===== src/rtl/wb_stage.sv =====
// Small generic FIFO with occupancy count; head is visible combinationally.
// Latency: a pushed entry appears at the head no earlier than the next cycle (no bypass).
// Backpressure: in_rdy = count < DEPTH; push and pop together on a full FIFO cannot occur.
module wb_fifo #(
    parameter int WIDTH = 32,
    parameter int DEPTH = 2
) (
    input  logic                         clk,
    input  logic                         rst,
    input  logic                         in_vld,
    output logic                         in_rdy,
    input  logic [WIDTH-1:0]             in_dat,
    output logic                         out_vld,
    input  logic                         out_rdy,
    output logic [WIDTH-1:0]             out_dat,
    output logic [$clog2(DEPTH+1)-1:0]   count
);
    localparam int AW = (DEPTH > 1) ? $clog2(DEPTH) : 1;
    localparam int CW = $clog2(DEPTH+1);

    logic [WIDTH-1:0] mem [DEPTH];
    logic [AW-1:0]    wr_ptr;
    logic [AW-1:0]    rd_ptr;
    logic             push;
    logic             pop;

    assign in_rdy  = (count < CW'(DEPTH));
    assign out_vld = (count != '0);
    assign out_dat = mem[rd_ptr];
    assign push    = in_vld & in_rdy;
    assign pop     = out_vld & out_rdy;

    // Storage array; payload needs no reset because count gates its visibility.
    always_ff @(posedge clk) begin
        if (push) begin
            mem[wr_ptr] <= in_dat;
        end
    end

    // Pointer and occupancy bookkeeping; pointers wrap naturally (DEPTH is a power of two).
    always_ff @(posedge clk or posedge rst) begin
        if (rst) begin
            wr_ptr <= '0;
            rd_ptr <= '0;
            count  <= '0;
        end else begin
            if (push) wr_ptr <= wr_ptr + AW'(1);
            if (pop)  rd_ptr <= rd_ptr + AW'(1);
            case ({push, pop})
                2'b10:   count <= count + CW'(1);
                2'b01:   count <= count - CW'(1);
                default: count <= count;
            endcase
        end
    end
endmodule

// Writeback stage: formats MEM results and shares the regfile write port with an FPU result queue.
// Latency: 1 cycle MEM -> WB outputs; queued FPU results drain on cycles the pipeline does not write.
// Backpressure: fpu_ready drops when the queue is full; wb_stall_req asks for a bubble after prolonged starvation.
module wb_stage #(
    parameter int FPQ_DEPTH    = 2,
    parameter int STARVE_LIMIT = 4
) (
    input  logic        clk,
    input  logic        rst,
    input  logic        mem_stall,
    input  logic [31:0] mem_inst,
    input  logic [31:0] mem_pc,
    input  logic [31:0] mem_alu,
    input  logic [31:0] wb_dmem_rdata,
    input  logic        fpu_valid,
    input  logic [4:0]  fpu_rd,
    input  logic        fpu_fp_dest,
    input  logic [31:0] fpu_result,
    output logic        fpu_ready,
    output logic        wb_regwen,
    output logic        wb_fpregwen,
    output logic [31:0] wb_wdata,
    output logic [31:0] wb_inst,
    output logic        wb_stall_req
);
    localparam logic [31:0] NOP = 32'h0000_0013;
    localparam int QCW = $clog2(FPQ_DEPTH+1);
    localparam int SCW = $clog2(STARVE_LIMIT+1);

    typedef struct packed {
        logic [4:0]  rd;
        logic        fp_dest;
        logic [31:0] result;
    } fpq_ent_t;

    logic [31:0]    inst_q;
    logic [31:0]    pc_q;
    logic [31:0]    alu_q;
    logic [SCW-1:0] starve_cnt;

    fpq_ent_t       fpq_in;
    fpq_ent_t       fpq_head;
    logic           fpq_head_vld;
    logic           fpq_pop;
    logic [QCW-1:0] fpq_count;
    logic           fpq_full;

    logic [6:0]     opcode;
    logic [2:0]     funct3;
    logic [4:0]     funct5;
    logic [4:0]     rd;
    logic [7:0]     ld_byte;
    logic [15:0]    ld_half;
    logic [31:0]    ld_data;
    logic [31:0]    pipe_data;
    logic           cls_int;
    logic           cls_fp;
    logic           pipe_int;

    assign opcode = inst_q[6:0];
    assign funct3 = inst_q[14:12];
    assign funct5 = inst_q[31:27];
    assign rd     = inst_q[11:7];

    // MEM -> WB capture; a stalled MEM stage turns into a NOP bubble.
    always_ff @(posedge clk or posedge rst) begin
        if (rst) begin
            inst_q <= NOP;
            pc_q   <= '0;
            alu_q  <= '0;
        end else begin
            inst_q <= mem_stall ? NOP : mem_inst;
            pc_q   <= mem_pc;
            alu_q  <= mem_alu;
        end
    end

    assign fpq_in = '{rd: fpu_rd, fp_dest: fpu_fp_dest, result: fpu_result};

    wb_fifo #(
        .WIDTH ($bits(fpq_ent_t)),
        .DEPTH (FPQ_DEPTH)
    ) u_fpq (
        .clk     (clk),
        .rst     (rst),
        .in_vld  (fpu_valid),
        .in_rdy  (fpu_ready),
        .in_dat  (fpq_in),
        .out_vld (fpq_head_vld),
        .out_rdy (fpq_pop),
        .out_dat (fpq_head),
        .count   (fpq_count)
    );

    assign fpq_full = (fpq_count == QCW'(FPQ_DEPTH));

    // Load alignment: pick byte/half lane from the read word using the low address bits.
    always_comb begin
        ld_byte = wb_dmem_rdata[7:0];
        case (alu_q[1:0])
            2'd1:    ld_byte = wb_dmem_rdata[15:8];
            2'd2:    ld_byte = wb_dmem_rdata[23:16];
            2'd3:    ld_byte = wb_dmem_rdata[31:24];
            default: ld_byte = wb_dmem_rdata[7:0];
        endcase
        ld_half = alu_q[1] ? wb_dmem_rdata[31:16] : wb_dmem_rdata[15:0];
        case (funct3)
            3'b000:  ld_data = {{24{ld_byte[7]}}, ld_byte};
            3'b001:  ld_data = {{16{ld_half[15]}}, ld_half};
            3'b100:  ld_data = {24'b0, ld_byte};
            3'b101:  ld_data = {16'b0, ld_half};
            default: ld_data = wb_dmem_rdata;
        endcase
    end

    // Classify the WB instruction into int write / FP write / none and select its data.
    always_comb begin
        cls_int   = 1'b0;
        cls_fp    = 1'b0;
        pipe_data = alu_q;
        case (opcode)
            7'b0000011: begin
                cls_int   = 1'b1;
                pipe_data = ld_data;
            end
            7'b1101111, 7'b1100111: begin
                cls_int   = 1'b1;
                pipe_data = pc_q + 32'd4;
            end
            7'b0110111, 7'b0010111, 7'b0110011, 7'b0010011: begin
                cls_int = 1'b1;
            end
            7'b0000111: begin
                cls_fp    = 1'b1;
                pipe_data = wb_dmem_rdata;
            end
            7'b1000011, 7'b1000111, 7'b1001011, 7'b1001111: begin
                cls_fp = 1'b1;
            end
            7'b1010011: begin
                case (funct5)
                    5'b11100, 5'b11000, 5'b10100: cls_int = 1'b1;
                    5'b00011, 5'b01011:           cls_fp  = 1'b0; // result comes back through the queue
                    default:                      cls_fp  = 1'b1;
                endcase
            end
            default: begin
                cls_int = 1'b0;
            end
        endcase
    end

    // Writes to x0 are dropped, which also frees the port for the queue.
    assign pipe_int = cls_int & (rd != 5'd0);

    // Write-port arbitration: pipeline first, then the queue head, else idle.
    always_comb begin
        wb_regwen   = 1'b0;
        wb_fpregwen = 1'b0;
        wb_wdata    = '0;
        wb_inst     = inst_q;
        fpq_pop     = 1'b0;
        if (pipe_int || cls_fp) begin
            wb_regwen   = pipe_int;
            wb_fpregwen = cls_fp;
            wb_wdata    = pipe_data;
        end else if (fpq_head_vld) begin
            fpq_pop     = 1'b1;
            wb_inst     = {20'b0, fpq_head.rd, 7'b0010011};
            wb_wdata    = fpq_head.result;
            wb_regwen   = ~fpq_head.fp_dest & (fpq_head.rd != 5'd0);
            wb_fpregwen = fpq_head.fp_dest;
        end
    end

    // Count cycles a full queue goes undrained; any pop resets, the count saturates at the limit.
    always_ff @(posedge clk or posedge rst) begin
        if (rst) begin
            starve_cnt <= '0;
        end else if (fpq_pop) begin
            starve_cnt <= '0;
        end else if (fpq_full && (starve_cnt < SCW'(STARVE_LIMIT))) begin
            starve_cnt <= starve_cnt + SCW'(1);
        end
    end

    assign wb_stall_req = (starve_cnt >= SCW'(STARVE_LIMIT));
endmodule


===== config.mk =====
export PLATFORM = sky130hd
export DESIGN_NAME = wb_stage
export DESIGN_NICKNAME = d
export VERILOG_FILES = /design/src/rtl/wb_stage.sv
export SDC_FILE = /design/constraint.sdc
export NUM_CORES = 1
export LEC_CHECK = 0
export BUFFER_PORTS_ARGS = -buffer_cell sky130_fd_sc_hd__buf_2
export CORE_MARGIN = 5
export CORE_UTILIZATION = 33
export DETAILED_ROUTE_END_ITERATION = 6
export SETUP_SLACK_MARGIN = 0.02
export SLEW_MARGIN = 5
export SYNTH_ARGS = -nofsm -noshare
export SYNTH_HDL_FRONTEND = slang
export SYNTH_SLANG_ARGS = --single-unit

===== constraint.sdc =====
create_clock -name clk -period 5.1 [get_ports clk]
set_input_delay 0.255 -clock clk [delete_from_list [all_inputs] [get_ports clk]]
set_output_delay 0.255 -clock clk [all_outputs]
set_load 0.1 [all_outputs]

==> impl_metrics.json <==
{
  "yosysWarnings": 0,
  "cts_setup_buffers": 0,
  "cts_root_buf": "clkbuf_16",
  "vias": 6749,
  "drive_above_1_share": 0.2935,
  "synth_area_leaders": "dfrtp_1, edfxtp_1, mux2i_1",
  "clk_pin_slew_ns": 0.08,
  "area_delta_synth_final_pct": 35.40,
  "timing.rr.start": "inst_q[0]",
  "stdcell_area_um2": 11140,
  "relSlewSlack": 0.2522,
  "pwr-share-clk": 0.241,
  "tightestPinTransition_ns": 1.119,
  "synth_top_area_share": 0.3041,
  "grt_pass1_wl_mm": 40.65,
  "syn_avg_cell_area_um2": 11.54,
  "grt_max_degree": 57,
  "p_int_w": 0.002978,
  "seq_area_frac_synth": 0.5911,
  "reg2reg_depth": 9,
  "synth_ff_type": "dfrtp_1",
  "final-hold-violation-count": 0,
  "timing.rr.end": "u_fpq.count[1]",
  "syn_nets": 887,
  "fillers": 2280,
  "cp-end-kind": "output port",
  "final_core_util": 0.4554,
  "fin_crit_sh": 0.8134,
  "synth_edf_count": 76,
  "portBuffers": 237,
  "run_status": "finished, violations left",
  "regToRegSetupSlack_ns": 1.76,
  "die_h_um": 167.9,
  "p_sw_w": 0.002731,
  "rsz0062_at_grt": "false",
  "antenna_found_initial": 5,
  "grt_overflow": 0,
  "crit_arrival_ns": 3.89,
  "yosysTopAreaCell": "dfrtp_1",
  "h-tree-depth": 4,
  "syn_inst": 713,
  "cp-start-kind": "flop",
  "via_per_inst": 4.973,
  "synth_cell_type_count": 66,
  "worst-setup-path-type": "reg -> out",
  "drtIter0Drc": 522,
  "dieWidth_um": 167.9,
  "slew_viol_final": 0,
  "hp-start": "fpu_result[26]",
  "setup_viol": 0,
  "globalplace.congestion": 0.9175,
  "min_path_type": "in -> reg",
  "die-area_um2": 28190,
  "final_nets": 1190,
  "drt-wirelength-per-cell_um": 20.23,
  "violations": "design-rule violations",
  "ys_seq_elements": 179,
  "io_pins": 238,
  "grt_pass1_vias": 6940,
  "cp_data_required_time_ns": 4.85,
  "fmax_ghz": 0.2411,
  "ant_nets": 0,
  "maxCapViolCount": 0,
  "power.leakage_nw": 4.780,
  "final_common_cell": "buf_2",
  "power_density_nw_per_um2": 512.4,
  "hold_depth": 1,
  "clk_latency_ns": 0.43,
  "fp.coreArea_um2": 24460,
  "power_frac_seq": 0.317,
  "cp_max_fo": 41,
  "rows": 57,
  "skew_ns": 0.01110,
  "dpl_cell_area_um2": 9711,
  "cts.path.max_buffers": 2,
  "final_cells": 1357,
  "cts.sinks": 179,
  "grtUsageTotal": 0.1887,
  "dp_cells": 1242,
  "layout_common_cells": "buf_2, dfrtp_1, dlygate4sd3_1",
  "synth.cell_area_um2": 8228,
  "drc": 3,
  "cts_tree": "done",
  "start_util": 0.3364,
  "tns_ns": 0,
  "dp_hpwl_mm": 20.36,
  "numCtsBuffers": 17,
  "hold-path-endpoint": "u_fpq.mem[1][26]",
  "p_sw_frac": 0.4784,
  "synthArstFlopShare": 0.5754,
  "pwr-share-comb": 0.441,
  "dr.pass1.iters": 7,
  "wl_mm": 27.46,
  "peakVddDrop_v": 0.0003819,
  "period_needed_ns": 4.148
}
-- final cells by class --
cell class	instances	area, um^2	area share
Sequential cell	179	4865	0.4367
Clock inverter	14	190.2	0.01707
Timing Repair Buffer	328	2067	0.1855
Antenna cell	4	10.01	0.0008985
Inverter	15	58.81	0.005279
Tap cell	324	405.4	0.03639
Clock buffer	18	439.2	0.03942
Multi-Input combinational cell	475	3105	0.2788
-- power by group through the flow --
| stage | logic [W] | registers [W] | clock network (W) |
|---|---|---|---|
| after floorplan | 0.00203 | 0.00178 | 0 |
| after global placement | 0.00248 | 0.00184 | 0 |
| after detailed placement | 0.00249 | 0.00184 | 0 |
| after CTS | 0.00254 | 0.00181 | 0.00141 |
| after global routing | 0.00263 | 0.00183 | 0.00147 |
| final | 0.00252 | 0.00181 | 0.00138 |
-- synth_stat cells, drive strengths merged (8+ instances only) --
library cell and n:
a21o 8, a21oi 19, a31oi 10, and2 25, buf 14, clkbuf 30
dfrtp 100, edfxtp 76, inv 15, mux2i 42, nand2 39, nand3 15
nand4 13, nor2 67, nor2b 35, nor3 10, nor4 8, o21ai 52
o22ai 19, xnor2 27
-- metal layers --
layer  GRT usage  routed length (um)  share of wire  up-vias
met5           0                  14        0.00051        -
met4     0.05787                 506          0.018        4
met3     0.05111                1756          0.064       30
met2      0.3068               13170           0.48      237
met1      0.2474               12010           0.44     3276
li1            -                   -              -     3202
-- what timing repair did --
action,in CTS,in global routing
setup endpoints to repair,0,0
hold buffers,77,2
resized for setup,0,0
endpoints found under the hold margin,133,4
-- kinds of logic after synthesis --
logic type                 after synthesis  share of synthesized area
and+or+nand+nor                        244                     0.1553
adders and majority gates                4                   0.006083
muxes                                   45                    0.05794
buffers and inverters                   59                    0.03391
DFF                                    179                     0.5911
xor gates and xnor gates                32                    0.03406
AOI/OAI and AO/OA                      150                     0.1217
-- worst max path at each step --
stage,startpoint,to,slack [ns],cells after the start
final,inst_q[0],wb_wdata[6],0.95,8
after global routing,inst_q[1],wb_wdata[10],0.70,8
after CTS,inst_q[0],wb_wdata[6],0.90,8
after detailed placement,inst_q[0],wb_wdata[6],1.38,8
after global placement,inst_q[0],wb_wdata[6],1.46,8
after floorplan,inst_q[8],wb_inst[10],1.09,6
-- registers in the layout, summed over array words and instances, names as in the netlist --
register / cells
starve_cnt: 3
u_fpq.count: 2
alu_q: 32
u_fpq.rd_ptr: 1
inst_q: 32
u_fpq.mem: 76
u_fpq.wr_ptr: 1
pc_q: 32
-- critical path: stages, from the launching register on --
cell and delay, ns:
dfstp_2 0.54, nand3b_1 0.15, or4b_1 0.69, o311a_4 0.24, o21ai_4 0.79, buf_4 0.35, nor2_1 0.08, a31oi_1 0.14
buf_2 0.47
-- through the flow --
stage               hold WS [ns]  setup WS (ns)  total power (W)
floorplan                 0.2864          1.086         0.003813
global placement          0.3639          1.458         0.004319
detailed placement        0.3643          1.382         0.004331
CTS                    0.0008637         0.8950         0.005766
global route            0.001535         0.6988         0.005938
finish                   0.01592         0.9519         0.005709
(Power assumes the default switching activity.)
